===== config.mk =====
export PLATFORM = sky130hd
export DESIGN_NAME = fir_y_stream_fifo
export DESIGN_NICKNAME = d
export VERILOG_FILES = /design/src/rtl/fir_y_stream_fifo.sv
export SDC_FILE = /design/constraint.sdc
export NUM_CORES = 1
export LEC_CHECK = 0
export ABC_AREA = 0
export CAP_MARGIN = 20
export CELL_PAD_IN_SITES_DETAIL_PLACEMENT = 0
export CELL_PAD_IN_SITES_GLOBAL_PLACEMENT = 1
export CORE_MARGIN = 2
export CORE_UTILIZATION = 50
export DETAILED_ROUTE_END_ITERATION = 10
export PLACE_DENSITY = 0.87
export SLEW_MARGIN = 5
export SYNTH_ARGS = -nofsm -noshare
export SYNTH_HDL_FRONTEND = slang
export SYNTH_SLANG_ARGS = --single-unit

===== constraint.sdc =====
create_clock -name axis_clk -period 5.7 [get_ports axis_clk]
set_input_delay 1.425 -clock axis_clk [delete_from_list [all_inputs] [get_ports axis_clk]]
set_output_delay 1.425 -clock axis_clk [all_outputs]
set_load 0.02 [all_outputs]

===== src/rtl/fir_y_stream_fifo.sv =====
// ----------------------------------------------------------------------------
// fir_y_stream_fifo
//
// Output buffer between the FIR core's AXI4-Stream master and the downstream
// y consumer. Absorbs consumer back-pressure so the FIR can keep producing one
// y beat per tap sweep. It carries tlast through with the data, and reports
// occupancy, the number of beats sent in the current frame, and the number of
// completed frames.
//
// Ports
//   axis_clk     clock, all logic on the rising edge
//   axis_rst_n   asynchronous active-low reset
//   clr          synchronous flush of FIFO contents and counters
//   s_tvalid     upstream y valid (from FIR sm_tvalid)
//   s_tdata      upstream y data
//   s_tlast      upstream last-of-frame
//   s_tready     ready to accept (to FIR sm_tready)
//   m_tvalid     downstream valid
//   m_tdata      downstream data (0 while empty)
//   m_tlast      downstream last-of-frame (0 while empty)
//   m_tready     downstream ready
//   level        current entry count, 0..pDEPTH
//   sample_cnt   beats sent in the current frame
//   frame_cnt    frames completed (tlast beats sent), wraps
//   frame_done   one-cycle pulse after a tlast beat leaves
// ----------------------------------------------------------------------------
module fir_y_stream_fifo #(
    parameter int pDATA_WIDTH = 32,
    parameter int pDEPTH      = 16,
    parameter int pCNT_WIDTH  = 16
) (
    input  logic                       axis_clk,
    input  logic                       axis_rst_n,
    input  logic                       clr,
    input  logic                       s_tvalid,
    input  logic [pDATA_WIDTH-1:0]     s_tdata,
    input  logic                       s_tlast,
    output logic                       s_tready,
    output logic                       m_tvalid,
    output logic [pDATA_WIDTH-1:0]     m_tdata,
    output logic                       m_tlast,
    input  logic                       m_tready,
    output logic [$clog2(pDEPTH):0]    level,
    output logic [pCNT_WIDTH-1:0]      sample_cnt,
    output logic [pCNT_WIDTH-1:0]      frame_cnt,
    output logic                       frame_done
);

    localparam int pADDR_W = $clog2(pDEPTH);

    localparam logic [pADDR_W:0]     LVL_FULL = (pADDR_W + 1)'(pDEPTH);
    localparam logic [pADDR_W:0]     LVL_ONE  = (pADDR_W + 1)'(1);
    localparam logic [pADDR_W-1:0]   PTR_ONE  = pADDR_W'(1);
    localparam logic [pCNT_WIDTH-1:0] CNT_ONE = pCNT_WIDTH'(1);

    // Each entry stores {tlast, tdata}
    logic [pDATA_WIDTH:0] mem [pDEPTH];

    logic [pADDR_W-1:0] wr_ptr;
    logic [pADDR_W-1:0] rd_ptr;
    logic               push;
    logic               pop;

    // Ready depends on level only: a full FIFO refuses a beat even when a pop
    // happens in the same cycle, which keeps s_tready free of any m_tready path.
    assign s_tready = (level != LVL_FULL);
    assign m_tvalid = (level != '0);

    assign push = s_tvalid & s_tready;
    assign pop  = m_tvalid & m_tready;

    // Show-ahead read; outputs are forced to zero while empty so stale array
    // contents never appear on the bus.
    always_comb begin
        m_tdata = '0;
        m_tlast = 1'b0;
        if (m_tvalid) begin
            m_tdata = mem[rd_ptr][pDATA_WIDTH-1:0];
            m_tlast = mem[rd_ptr][pDATA_WIDTH];
        end
    end

    // Storage array has no reset; only entries below level are ever visible.
    always_ff @(posedge axis_clk) begin
        if (push && !clr) begin
            mem[wr_ptr] <= {s_tlast, s_tdata};
        end
    end

    // Pointers wrap naturally because pDEPTH is a power of two.
    always_ff @(posedge axis_clk or negedge axis_rst_n) begin
        if (!axis_rst_n) begin
            wr_ptr <= '0;
            rd_ptr <= '0;
            level  <= '0;
        end else if (clr) begin
            wr_ptr <= '0;
            rd_ptr <= '0;
            level  <= '0;
        end else begin
            if (push) begin
                wr_ptr <= wr_ptr + PTR_ONE;
            end
            if (pop) begin
                rd_ptr <= rd_ptr + PTR_ONE;
            end
            if (push && !pop) begin
                level <= level + LVL_ONE;
            end else if (pop && !push) begin
                level <= level - LVL_ONE;
            end
        end
    end

    // Frame statistics follow the beats leaving the FIFO, not those entering.
    always_ff @(posedge axis_clk or negedge axis_rst_n) begin
        if (!axis_rst_n) begin
            sample_cnt <= '0;
            frame_cnt  <= '0;
            frame_done <= 1'b0;
        end else if (clr) begin
            sample_cnt <= '0;
            frame_cnt  <= '0;
            frame_done <= 1'b0;
        end else begin
            frame_done <= 1'b0;
            if (pop) begin
                if (m_tlast) begin
                    sample_cnt <= '0;
                    frame_cnt  <= frame_cnt + CNT_ONE;
                    frame_done <= 1'b1;
                end else begin
                    sample_cnt <= sample_cnt + CNT_ONE;
                end
            end
        end
    end

endmodule


# Word-level counts from Yosys, hierarchy flattened
# Memories as Yosys holds them, arrays and structs flattened.
# Cells that the tools add are included.
# op_classes
n_addsub	6
eq_ne	1
n_mux	20
bitwise_logic	2
n_reduce_logical	12
# op_table
cell	n
two-way mux 16 bit	6
adder 16 x 1 -> 16 bit, second input constant	2
two-way mux 32 bit	1
two-way mux 4 bit	4
two-way mux 5 bit	3
adder 4 x 1 -> 4 bit, second input constant	2
two-way mux 1 bit	6
nonzero test 2 bit	3
adder 5 x 1 -> 5 bit, second input constant	1
inequality test 5 bit, second input constant	1
nonzero test 5 bit	1
subtractor 5 x 1 -> 5 bit, second input constant	1
logical AND 1 bit	3
zero test 1 bit	3
nonzero test 3 bit	1
bitwise AND 1 bit	2
AND reduction 2 bit	1
# totals
register_bits	46
ramBits	528
in_bits	38
output_inout_bits	73
elab_cells	48
mem_count	1
# memory_table
memory	words	width	rd	rd_clocked_by_memory_dff	wr	line	source
mem	16	33	1	0	1	57	logic [pDATA_WIDTH:0] mem [pDEPTH];

# Longest topological paths before layout
# Gate-level depths: netlist (run 1).
# depth
ltp_word	7
ltp_mapped	10

# Worst setup path after synthesis (run 1)
# OpenSTA, ideal clock, no wires.
# synth_timing
kind	input -> register
from	in s_tvalid
to	mem mem[15][0] (netlist bit), enable pin
setup_time_ps	423
arrival_time_ps	3552
path_slack_ps	1725
stages	3
n_path_buf	0
cell_sequence	a21boi_1 -> nand2_1 -> nor2_1
# synth_between
elab_chain_len	4
# synth_rtl
item	line	source
from (decl)	35	input logic s_tvalid,
bitwise AND 1 bit	69	assign push = s_tvalid & s_tready;
logical AND 1 bit	85	if (push && !clr) begin
two-way mux 1 bit	85	
two-way mux 1 bit (not written as such)	86	mem[wr_ptr] <= {s_tlast, s_tdata};
to (decl)	57	
# Every way passes these cells.

# Worst setup path after layout (run 1)
# layout_timing
from	reg rd_ptr[0]
to	out m_tdata[14]
# layout_between
elab_chain_len	2
# layout_rtl
item	line	source
from (decl)	60	logic [pADDR_W-1:0] rd_ptr;
from (signal assigned)	105	rd_ptr <= rd_ptr + PTR_ONE;
memory read (16 x 33 bit)	--	
two-way mux 32 bit	77	if (m_tvalid) begin
to (decl)	40	output logic [pDATA_WIDTH-1:0] m_tdata,
# Every way passes these cells.

==> results of run 1 <==
-- cells in the final DEF (no fill, tap or decap), types with 3 or more instances in the layout --
master	netlist	final
a21oi_1	14	14
ha_1	11	11
a22o_1	3	3
nor2_4	0	16
bufinv_16	0	6
xor2_1	12	12
nor4_1	6	6
nor3b_1	4	4
and2_1	36	36
clkbuf_16	0	55
mux2i_1	9	9
dfrtp_1	46	42
clkinvlp_4	0	3
nand3_1	16	16
a211oi_1	3	3
nor3_1	14	14
mux4_2	160	160
nor2b_1	4	4
a31o_2	4	4
nor2_1	49	33
nand2_1	34	34
xnor2_1	15	15
nand4_1	6	6
a211oi_2	4	4
clkinv_1	1	11
mux2_2	4	4
inv_1	7	7
clkinv_2	0	11
buf_12	0	13
or2_2	3	3
clkdlybuf4s50_1	0	109
and3_1	9	9
buf_4	1	29
edfxtp_1	528	528
clkbuf_1	28	5
-- where the power goes --
group          total (W)  leakage, nW  internal (W)  switching (W)
Clock            0.00362        0.859       0.00204        0.00158
Combinational    0.00277         2.15       0.00143        0.00135
Sequential       0.00486         5.38       0.00469       0.000171
Total             0.0113         8.39       0.00816        0.00309
-- metrics by stage --
stage / setup slack (ns) / cell area, µm²
2_1_floorplan: 1.73 / 22700
3_3_place_gp: 1.23 / 24900
3_5_place_dp: 1.19 / 24900
4_1_cts: 0.464 / 26600
5_1_grt: 0.384 / 26700
6_report: 0.529 / 26700
-- cell type report --
| class | count | area (µm²) | area share, % |
|---|---|---|---|
| Inverter | 8 | 30.0 | 0.113 |
| Multi-Input combinational cell | 443 | 5540 | 20.7 |
| Clock buffer | 60 | 1400 | 5.23 |
| Timing Repair Buffer | 152 | 1570 | 5.90 |
| Clock inverter | 34 | 373 | 1.40 |
| Sequential cell | 574 | 17000 | 63.8 |
| Tap cell | 600 | 751 | 2.81 |
| Antenna cell | 1 | 2.50 | 0.00938 |
-- path summary, 6_finish.rpt --
| path | end | slack, ns | cells after the start |
|---|---|---|---|
| max | m_tdata[14] | 0.53 | 5 |
| min | frame_cnt[15]$_DFFE_PN0P_ | 0.55 | 2 |
| max reg2reg | frame_cnt[8]$_DFFE_PN0P_ | 2.55 | 7 |
| min reg2reg | frame_cnt[15]$_DFFE_PN0P_ | 0.55 | 2 |
| max in group asynchronous | rd_ptr[1]$_DFFE_PN0P_ | 4.51 | 2 |
| min in group asynchronous | sample_cnt[4]$_DFFE_PN0P_ | 0.69 | 1 |
-- per-layer routing --
layer | part of all wire [%] | vias to the layer above
met3 | 9.2 | 92
li1 | - | 4721
met4 | 2.4 | 2
met5 | 0.025 | -
met1 | 39 | 6048
met2 | 50 | 686
-- logic make-up (layout without fill, tap and decap cells) --
| group | count (synthesis) | count (layout) | synth area share (%) |
|---|---|---|---|
| flip-flops | 574 | 574 | 74.9 |
| AND/OR/NAND/NOR | 187 | 187 | 4.14 |
| multiplexers | 174 | 174 | 16.5 |
| buffers and inverters | 61 | 254 | 1.24 |
| AO/OA/AOI/OAI | 43 | 43 | 1.44 |
| XOR/XNOR | 27 | 27 | 1.04 |
| adder cells (fa/ha/maj) | 12 | 12 | 0.694 |
| other | 0 | 1 | 0 |
-- registers in the layout (all words and copies together), names as in the netlist --
register / cells
level: 5
wr_ptr: 4
frame_cnt: 16
frame_done: 1
mem: 528
rd_ptr: 4
sample_cnt: 16
-- worst register-to-register path: cells and delay by family (launching register included) --
family | cells | cell delay (ns)
buf+inv | 1 | 0.33
mux | 2 | 0.45
simple gates | 2 | 0.84
flops | 1 | 0.91
compound gates | 2 | 0.52
==> summary.txt, run 1 <==
core area -> 0.0451 mm²
first-pass GRT wire length -> 77000 µm
Synth Flop Type -> edfxtp_1
worst setup path category -> register to output pin
cells along the critical path -> buf_12, mux4_2, mux4_2, and2_1, clkdlybuf4s50_1
initial core utilization -> 50.3%
Buf/Inv on CP -> 2
Tot Pwr -> 0.0113 W
Worst-Margin Slew -> 0.785 ns
Setup crit start kind -> register
initial antenna violation count -> 2
Remaining DRCs -> 0
post-synthesis sequential area ratio -> 74.9%
Max IR drop VDD -> 0.000410 V
number of global-route vias before repair -> 11.8k
detailed-router iteration count before antenna repair -> 7
vias -> 11.5k
Placed Cells -> 1775
initial drt markers -> 1332
Core Rows -> 78
Top delay family on crit path -> multiplexers
met3 Usage GRT -> 3.93%
die area -> 0.0471 mm²
Overall Global Routing Usage -> 22.5%
crit end category -> output pin
most frequent cell after synthesis -> edfxtp_1
Vias/cell -> 6.17
post_cts resized -> 0
Final Core Density -> 59.2%
setup violators final -> 0
max incr delay on CP -> 0.91 ns
CP startpoint -> rd_ptr[0]$_DFFE_PN0P_
Worst Hold Slack -> 0.549 ns
Synth cell types -> 48
Layout Cells excl Fill -> 1872
worst r2r src -> rd_ptr[0]$_DFFE_PN0P_
Die W -> 217 µm
skew final -> 0.0456 ns
CTS tree -> built
Max FO, Critical Path -> 32
Clock Sink Count -> 574
area leader, netlist -> edfxtp_1
Synth top cells by count -> edfxtp_1 (528), mux4_2 (160), nor2_1 (49)
EDFF count, synth -> 528
root buf cell -> clkbuf_16
RSZ-0062 raised after global routing -> no
clk_lat worst skew -> 0.63 ns
maximum root-to-sink buffer count -> 3
synth top area cells -> edfxtp_1 (70%), mux4_2 (16%), dfrtp_1 (5.1%), and2_1 (0.99%), nor2_1 (0.81%)
Final TNS setup -> 0 ns
Slowest-stage cell, CP -> dfrtp_4
Wirelength per Cell -> 27.9 µm
Synth top area share -> 69.8%
cts bufs inserted -> 55
# H-tree levels -> 2
hold path startpoint -> frame_cnt[15]$_DFFE_PN0P_
Synth Instances -> 1078
FMAX -> 0.193 GHz
max-slew violation count -> 0
port bufs -> 110
clk slew on worst S/H paths -> 0.06 ns
Post-CTS Repair Setup Buffers -> 0
filler cell count -> 3107
Ports -> 111
nets -> 1284
Overflow after GRT -> 0
synthesized flop and latch total -> 574
largest net degree at the start of global routing -> 48
PwrDens -> 422 mW/mm²
fin crit period -> 5.17 ns
layout cells sized above 1 -> 25.3%
final wirelength -> 52200 µm
busiest grt layer -> met2
RePlAce Congestion -> 0.762
post-route ant nets -> 0
synth warn -> 0
Die H -> 217 µm
final count of hold timing violations -> 0
critical path arrival -> 3.75 ns
syn avg cell area -> 21.1 µm²
met1 GRT Util -> 31.1%
CTS Hold Bufs -> 0
period utilisation layout -> 90.7%
Leak Pwr -> 8.39 nW
outcome -> finished, final reports clean
maxcap violations -> 0
worst min path class -> register to register
GRT met2 Usage -> 36.9%
Synth Cell Area -> 0.0227 mm²
slew margin rel. -> 47.7%
Area Overhead vs Synth -> 17.5%
WP data required -> 4.28 ns
Mapped Nets -> 1128
CP dominant cell by count -> mux4_2
Post-DP HPWL -> 26500 µm
async set-reset flop share out of synthesis -> 8.01%
(Power assumes the default switching activity.)
==> run 2: changes to the inputs <==
--- a/config.mk
+++ b/config.mk
@@ -6,7 +6,6 @@
 export NUM_CORES = 1
 export LEC_CHECK = 0
 export ABC_AREA = 0
-export CAP_MARGIN = 20
 export CELL_PAD_IN_SITES_DETAIL_PLACEMENT = 0
 export CELL_PAD_IN_SITES_GLOBAL_PLACEMENT = 1
 export CORE_MARGIN = 2
==> summary.txt, run 2 (same netlist as run 1, synthesis figures left out) <==
outcome -> finished, final reports clean
fin crit period -> 5.16 ns (-0.0106 ns)
post-route ant nets -> 0 (unchanged)
worst min path class -> register to register
largest reg by FF count -> mem
Final Core Density -> 59.1% (-0.089 points)
layout cells sized above 1 -> 25.2% (-0.12 points)
post_cts resized -> 0 (unchanged)
slew margin rel. -> 19.6% (-28 points)
# H-tree levels -> 2 (unchanged)
initial drt markers -> 1505 (+13%)
Clock Sink Count -> 574 (unchanged)
Sequential Area -> 0.0170 mm² (unchanged)
Max FO, Critical Path -> 32 (unchanged)
first-pass GRT wire length -> 77000 µm (unchanged)
Post-CTS Repair Setup Buffers -> 0 (unchanged)
initial antenna violation count -> 2 (unchanged)
clk_lat worst skew -> 0.63 ns (about the same)
CTS Hold Bufs -> 0 (unchanged)
Ports -> 111 (unchanged)
Die W -> 217 µm (unchanged)
Area Overhead vs Synth -> 17.3%
WP data required -> 4.28 ns (about the same)
Buf/Inv on CP -> 2 (unchanged)
largest net degree at the start of global routing -> 48 (unchanged)
RePlAce Congestion -> 0.762 (unchanged)
Die H -> 217 µm (unchanged)
Overall Global Routing Usage -> 22.5% (unchanged)
max incr delay on CP -> 0.91 ns (about the same)
Overflow after GRT -> 0 (unchanged)
number of global-route vias before repair -> 11.8k (unchanged)
CP dominant cell by count -> mux4_2
worst setup path category -> register to output pin
maximum root-to-sink buffer count -> 3 (unchanged)
leading registers by flop count -> mem: 528 flops, frame_cnt: 16 flops, sample_cnt: 16 flops
filler cell count -> 3111 (+0.13%)
cells along the critical path -> buf_12, mux4_2, mux4_2, and2_1, clkdlybuf4s50_1
vias -> 11.5k (-0.14%)
CTS tree -> built
crit end category -> output pin
Final TNS setup -> 0 ns (unchanged)
Setup crit start kind -> register
Top delay family on crit path -> multiplexers
Layout Cells excl Fill -> 1870 (-0.11%)
PwrDens -> 421 mW/mm² (-0.16%)
max-slew violation count -> 0 (unchanged)
Placed Cells -> 1775 (unchanged)
final wirelength -> 52000 µm (-0.36%)
multi-input logic area -> 0.00554 mm² (unchanged)
Largest register FFs -> 528 (unchanged)
FMAX -> 0.194 GHz (+0.21%)
Tot Pwr -> 0.0112 W (-0.31%)
Remaining DRCs -> 0 (unchanged)
final count of hold timing violations -> 0 (unchanged)
Wirelength per Cell -> 27.8 µm (-0.25%)
Post-DP HPWL -> 26500 µm (unchanged)
maxcap violations -> 0 (unchanged)
setup violators final -> 0 (unchanged)
port bufs -> 110 (unchanged)
detailed-router iteration count before antenna repair -> 5 (-2)
Max IR drop VDD -> 0.000410 V (about the same)
cts bufs inserted -> 55 (unchanged)
initial core utilization -> 50.3% (unchanged)
skew final -> 0.0444 ns (-0.00116 ns)
RSZ-0062 raised after global routing -> no
Leak Pwr -> 8.37 nW (-0.23%)
Core Rows -> 78 (unchanged)
critical path arrival -> 3.74 ns (about the same)
most frequent cells in the layout -> edfxtp_1 (528), mux4_2 (160), clkdlybuf4s50_1 (109)
nets -> 1282 (-0.16%)
clk slew on worst S/H paths -> 0.06 ns (about the same)
commonest non-fill, non-tap cell in the layout -> edfxtp_1
Slowest-stage cell, CP -> dfrtp_4
die area -> 0.0471 mm² (unchanged)
Worst-Margin Slew -> 1.21 ns (+0.420 ns)
period utilisation layout -> 90.5% (-0.19 points)
Vias/cell -> 6.17 (about the same)
core area -> 0.0451 mm² (unchanged)
root buf cell -> clkbuf_16
[run 2: tightest hold or removal path, stage by stage (launching register included)]
cell	delay (ns)
dfrtp_1	0.36
xnor2_1	0.12
nor2_1	0.04
[run 2: per-layer routing]
layer	global-route usage (%)	share of wire, %	up-vias
met4	7.33	2.3	2
met5	0	0.025	-
met3	3.93	9.1	95
li1	-	-	4725
met2	36.9	50	663
met1	31.1	39	6048
[run 2: per-stage QoR]
stage / hold slack (ns) / area, µm² / worst slack [ns]
floorplan: 0.548 / 22700 / 1.73
finish: 0.549 / 26600 / 0.539
detailed placement: 0.542 / 24900 / 1.19
global route: 0.577 / 26600 / 0.376
global placement: 0.526 / 24900 / 1.23
CTS: 0.550 / 26600 / 0.464
[run 2: final timing paths]
path | cells past startpoint | slack [ns] | from | to
max | 5 | 0.54 | rd_ptr[0]$_DFFE_PN0P_ | m_tdata[14]
min | 2 | 0.55 | frame_cnt[15]$_DFFE_PN0P_ | frame_cnt[15]$_DFFE_PN0P_
max reg2reg | 7 | 2.56 | rd_ptr[0]$_DFFE_PN0P_ | frame_cnt[8]$_DFFE_PN0P_
min reg2reg | 2 | 0.55 | frame_cnt[15]$_DFFE_PN0P_ | frame_cnt[15]$_DFFE_PN0P_
max in group asynchronous | 1 | 3.92 | axis_rst_n | rd_ptr[1]$_DFFE_PN0P_
min in group asynchronous | 1 | 1.00 | axis_rst_n | sample_cnt[8]$_DFFE_PN0P_
[run 2: cell type report]
cell class	count	share of cell area, %
Inverter	8	0.113
Tap cell	600	2.82
Multi-Input combinational cell	443	20.8
Clock inverter	34	1.40
Timing Repair Buffer	150	5.76
Clock buffer	60	5.24
Antenna cell	1	0.00939
Sequential cell	574	63.9
[run 2: report_power, final]
part	switching [W]	internal [W]	total, W
logic	0.00133	0.00141	0.00274
registers	0.000170	0.00469	0.00486
clock network	0.00158	0.00204	0.00362
total	0.00308	0.00813	0.0112
==> run 3: changes to the inputs <==
--- a/config.mk
+++ b/config.mk
@@ -9,9 +9,9 @@
 export CELL_PAD_IN_SITES_DETAIL_PLACEMENT = 0
 export CELL_PAD_IN_SITES_GLOBAL_PLACEMENT = 1
 export CORE_MARGIN = 2
-export CORE_UTILIZATION = 50
+export CORE_UTILIZATION = 45
 export DETAILED_ROUTE_END_ITERATION = 10
-export PLACE_DENSITY = 0.87
+export PLACE_DENSITY = 0.8
 export SLEW_MARGIN = 5
 export SYNTH_ARGS = -nofsm -noshare
 export SYNTH_HDL_FRONTEND = slang
==> summary.txt, run 3 (same netlist as run 1, synthesis figures left out) <==
outcome -> finished, final reports clean
CP startpoint -> rd_ptr[0]$_DFFE_PN0P_
detailed-router iteration count before antenna repair -> 5 (unchanged)
setup violators final -> 0 (unchanged)
period utilisation layout -> 87.5% (-3.0 points)
Wirelength per Cell -> 25.2 µm (-9.3%)
Top delay family on crit path -> multiplexers
Area Overhead vs Synth -> 17.7%
Die W -> 229 µm (+5.3%)
skew final -> 0.0382 ns (-0.00625 ns)
Worst-Margin Slew -> 0.922 ns (-0.283 ns)
initial antenna violation count -> 1 (-1)
Reg-to-Reg End -> frame_cnt[8]$_DFFE_PN0P_
worst setup path category -> register to output pin
largest net degree at the start of global routing -> 50 (+4.2%)
clk_lat worst skew -> 0.63 ns (about the same)
Core Rows -> 82 (+5.1%)
Ports -> 111 (unchanged)
Final TNS setup -> 0 ns (unchanged)
crit end category -> output pin
Overflow after GRT -> 0 (unchanged)
clk slew on worst S/H paths -> 0.06 ns (about the same)
commonest non-fill, non-tap cell in the layout -> edfxtp_1
filler cell count -> 3791 (+22%)
Post-CTS Repair Setup Buffers -> 0 (unchanged)
Post-DP HPWL -> 25000 µm (-5.5%)
Clock Sink Count -> 574 (unchanged)
Max IR drop VDD -> 0.000289 V (-29%)
Setup crit start kind -> register
Worst Hold Slack -> 0.547 ns (-0.00209 ns)
cells along the critical path -> buf_12, mux4_2, mux4_2, and2_1, clkdlybuf4s50_1
Setup WS pre-CTS -> 1.31 ns (+0.122 ns)
most frequent cells in the layout -> edfxtp_1 (528), mux4_2 (160), clkdlybuf4s50_1 (109)
vias -> 11.1k (-4.0%)
Leak Pwr -> 8.34 nW (-0.35%)
maximum root-to-sink buffer count -> 3 (unchanged)
Worst path depth -> 5 (unchanged)
slew margin rel. -> 38.5% (+19 points)
cts bufs inserted -> 56 (+1.8%)
fin crit period -> 4.99 ns (-0.171 ns)
Max FO, Critical Path -> 44 (+38%)
initial core utilization -> 45.4% (-4.9 points)
initial drt markers -> 1046 (-30%)
post-route setup slack -> 0.711 ns (+0.171 ns)
FF-to-FF setup slack -> 2.68 ns (+0.12 ns)
maxcap violations -> 0 (unchanged)
Setup crit end -> m_tdata[12]
largest reg by FF count -> mem
post_cts resized -> 0 (unchanged)
FMAX -> 0.200 GHz (+3.4%)
Largest register FFs -> 528 (unchanged)
number of global-route vias before repair -> 11.5k (-2.9%)
port bufs -> 110 (unchanged)
# H-tree levels -> 2 (unchanged)
Overall Global Routing Usage -> 19.0% (-3.5 points)
critical path arrival -> 3.56 ns (-0.18 ns)
RePlAce Congestion -> 0.753 (-1.2%)
Die H -> 229 µm (+5.3%)
worst min path class -> register to register
Finished Cell Area -> 0.0267 mm² (+0.29%)
Vias/cell -> 5.70 (-7.6%)
layout cells sized above 1 -> 24.5% (-0.71 points)
max incr delay on CP -> 0.71 ns (-0.20 ns)
root buf cell -> clkbuf_16
leading registers by flop count -> mem: 528 flops, frame_cnt: 16 flops, sample_cnt: 16 flops
CP dominant cell by count -> mux4_2
final wirelength -> 49000 µm (-5.8%)
CTS Hold Bufs -> 0 (unchanged)
Remaining DRCs -> 0 (unchanged)
final count of hold timing violations -> 0 (unchanged)
Slowest-stage cell, CP -> dfrtp_4
Buf/Inv on CP -> 2 (unchanged)
CTS tree -> built
RSZ-0062 raised after global routing -> no
nets -> 1275 (-0.55%)
post-route ant nets -> 0 (unchanged)
Placed Instance Area -> 0.0249 mm² (about the same)
die area -> 0.0523 mm² (+11%)
PwrDens -> 419 mW/mm² (-0.46%)
first-pass GRT wire length -> 73700 µm (-4.2%)
max-slew violation count -> 0 (unchanged)
core area -> 0.0500 mm² (+11%)
worst r2r src -> rd_ptr[2]$_DFFE_PN0P_
worst r2r path cells -> 6 (-1)
WP data required -> 4.28 ns (about the same)
[run 3: cell types whose count changed in the layout (fill, tap and decap cells not counted), sizes merged]
cell / before / now
buf: 41 / 33
clkbuf: 60 / 73
clkinv: 25 / 18
inv: 8 / 10
[run 3: report_power, final]
| group | switching (W) | internal, W | total (W) |
|---|---|---|---|
| clock network | 0.00158 | 0.00210 | 0.00368 |
| registers | 0.000131 | 0.00469 | 0.00482 |
| logic | 0.00131 | 0.00138 | 0.00269 |
| total | 0.00302 | 0.00818 | 0.0112 |
[run 3: tightest hold or removal path, cell delays in order, from the launching register on]
cell and delay [ns]:
dfrtp_1 0.36, xnor2_1 0.12, nor2_1 0.04
[run 3: layout make-up]
type | count | area [µm²] | area share, %
Multi-Input combinational cell | 443 | 5540 | 20.7
Inverter | 8 | 30.0 | 0.112
Clock buffer | 73 | 1470 | 5.48
Antenna cell | 1 | 2.50 | 0.00937
Timing Repair Buffer | 142 | 1450 | 5.42
Tap cell | 672 | 841 | 3.15
Clock inverter | 29 | 375 | 1.41
Sequential cell | 574 | 17000 | 63.7
[run 3: stage by stage]
step | util, % | total power [W] | cells
final | 53.5 | 0.0112 | 1942
after global routing | 53.5 | 0.0116 | 1941
after global placement | 49.8 | 0.00760 | 1839
after detailed placement | 49.8 | 0.00764 | 1839
after CTS | 53.5 | 0.0113 | 1941
after floorplan | - | 0.00667 | 1078
[run 3: how the worst min path moves through the flow]
stage,depth (start not counted),start,endpoint
after global placement,2,frame_cnt[15]$_DFFE_PN0P_,frame_cnt[15]$_DFFE_PN0P_
after floorplan,2,wr_ptr[3]$_DFFE_PN0P_,wr_ptr[3]$_DFFE_PN0P_
after global routing,2,frame_cnt[15]$_DFFE_PN0P_,frame_cnt[15]$_DFFE_PN0P_
after CTS,2,frame_cnt[15]$_DFFE_PN0P_,frame_cnt[15]$_DFFE_PN0P_
after detailed placement,2,frame_cnt[15]$_DFFE_PN0P_,frame_cnt[15]$_DFFE_PN0P_
final,2,frame_cnt[15]$_DFFE_PN0P_,frame_cnt[15]$_DFFE_PN0P_
[run 3: routing by layer]
layer	track usage (%)	share of wire [%]	vias to the layer above
met2	30.5	49	401
li1	-	-	4712
met3	3.48	6.6	86
met4	5.94	2.5	0
met5	0	0	-
met1	26.6	42	5872
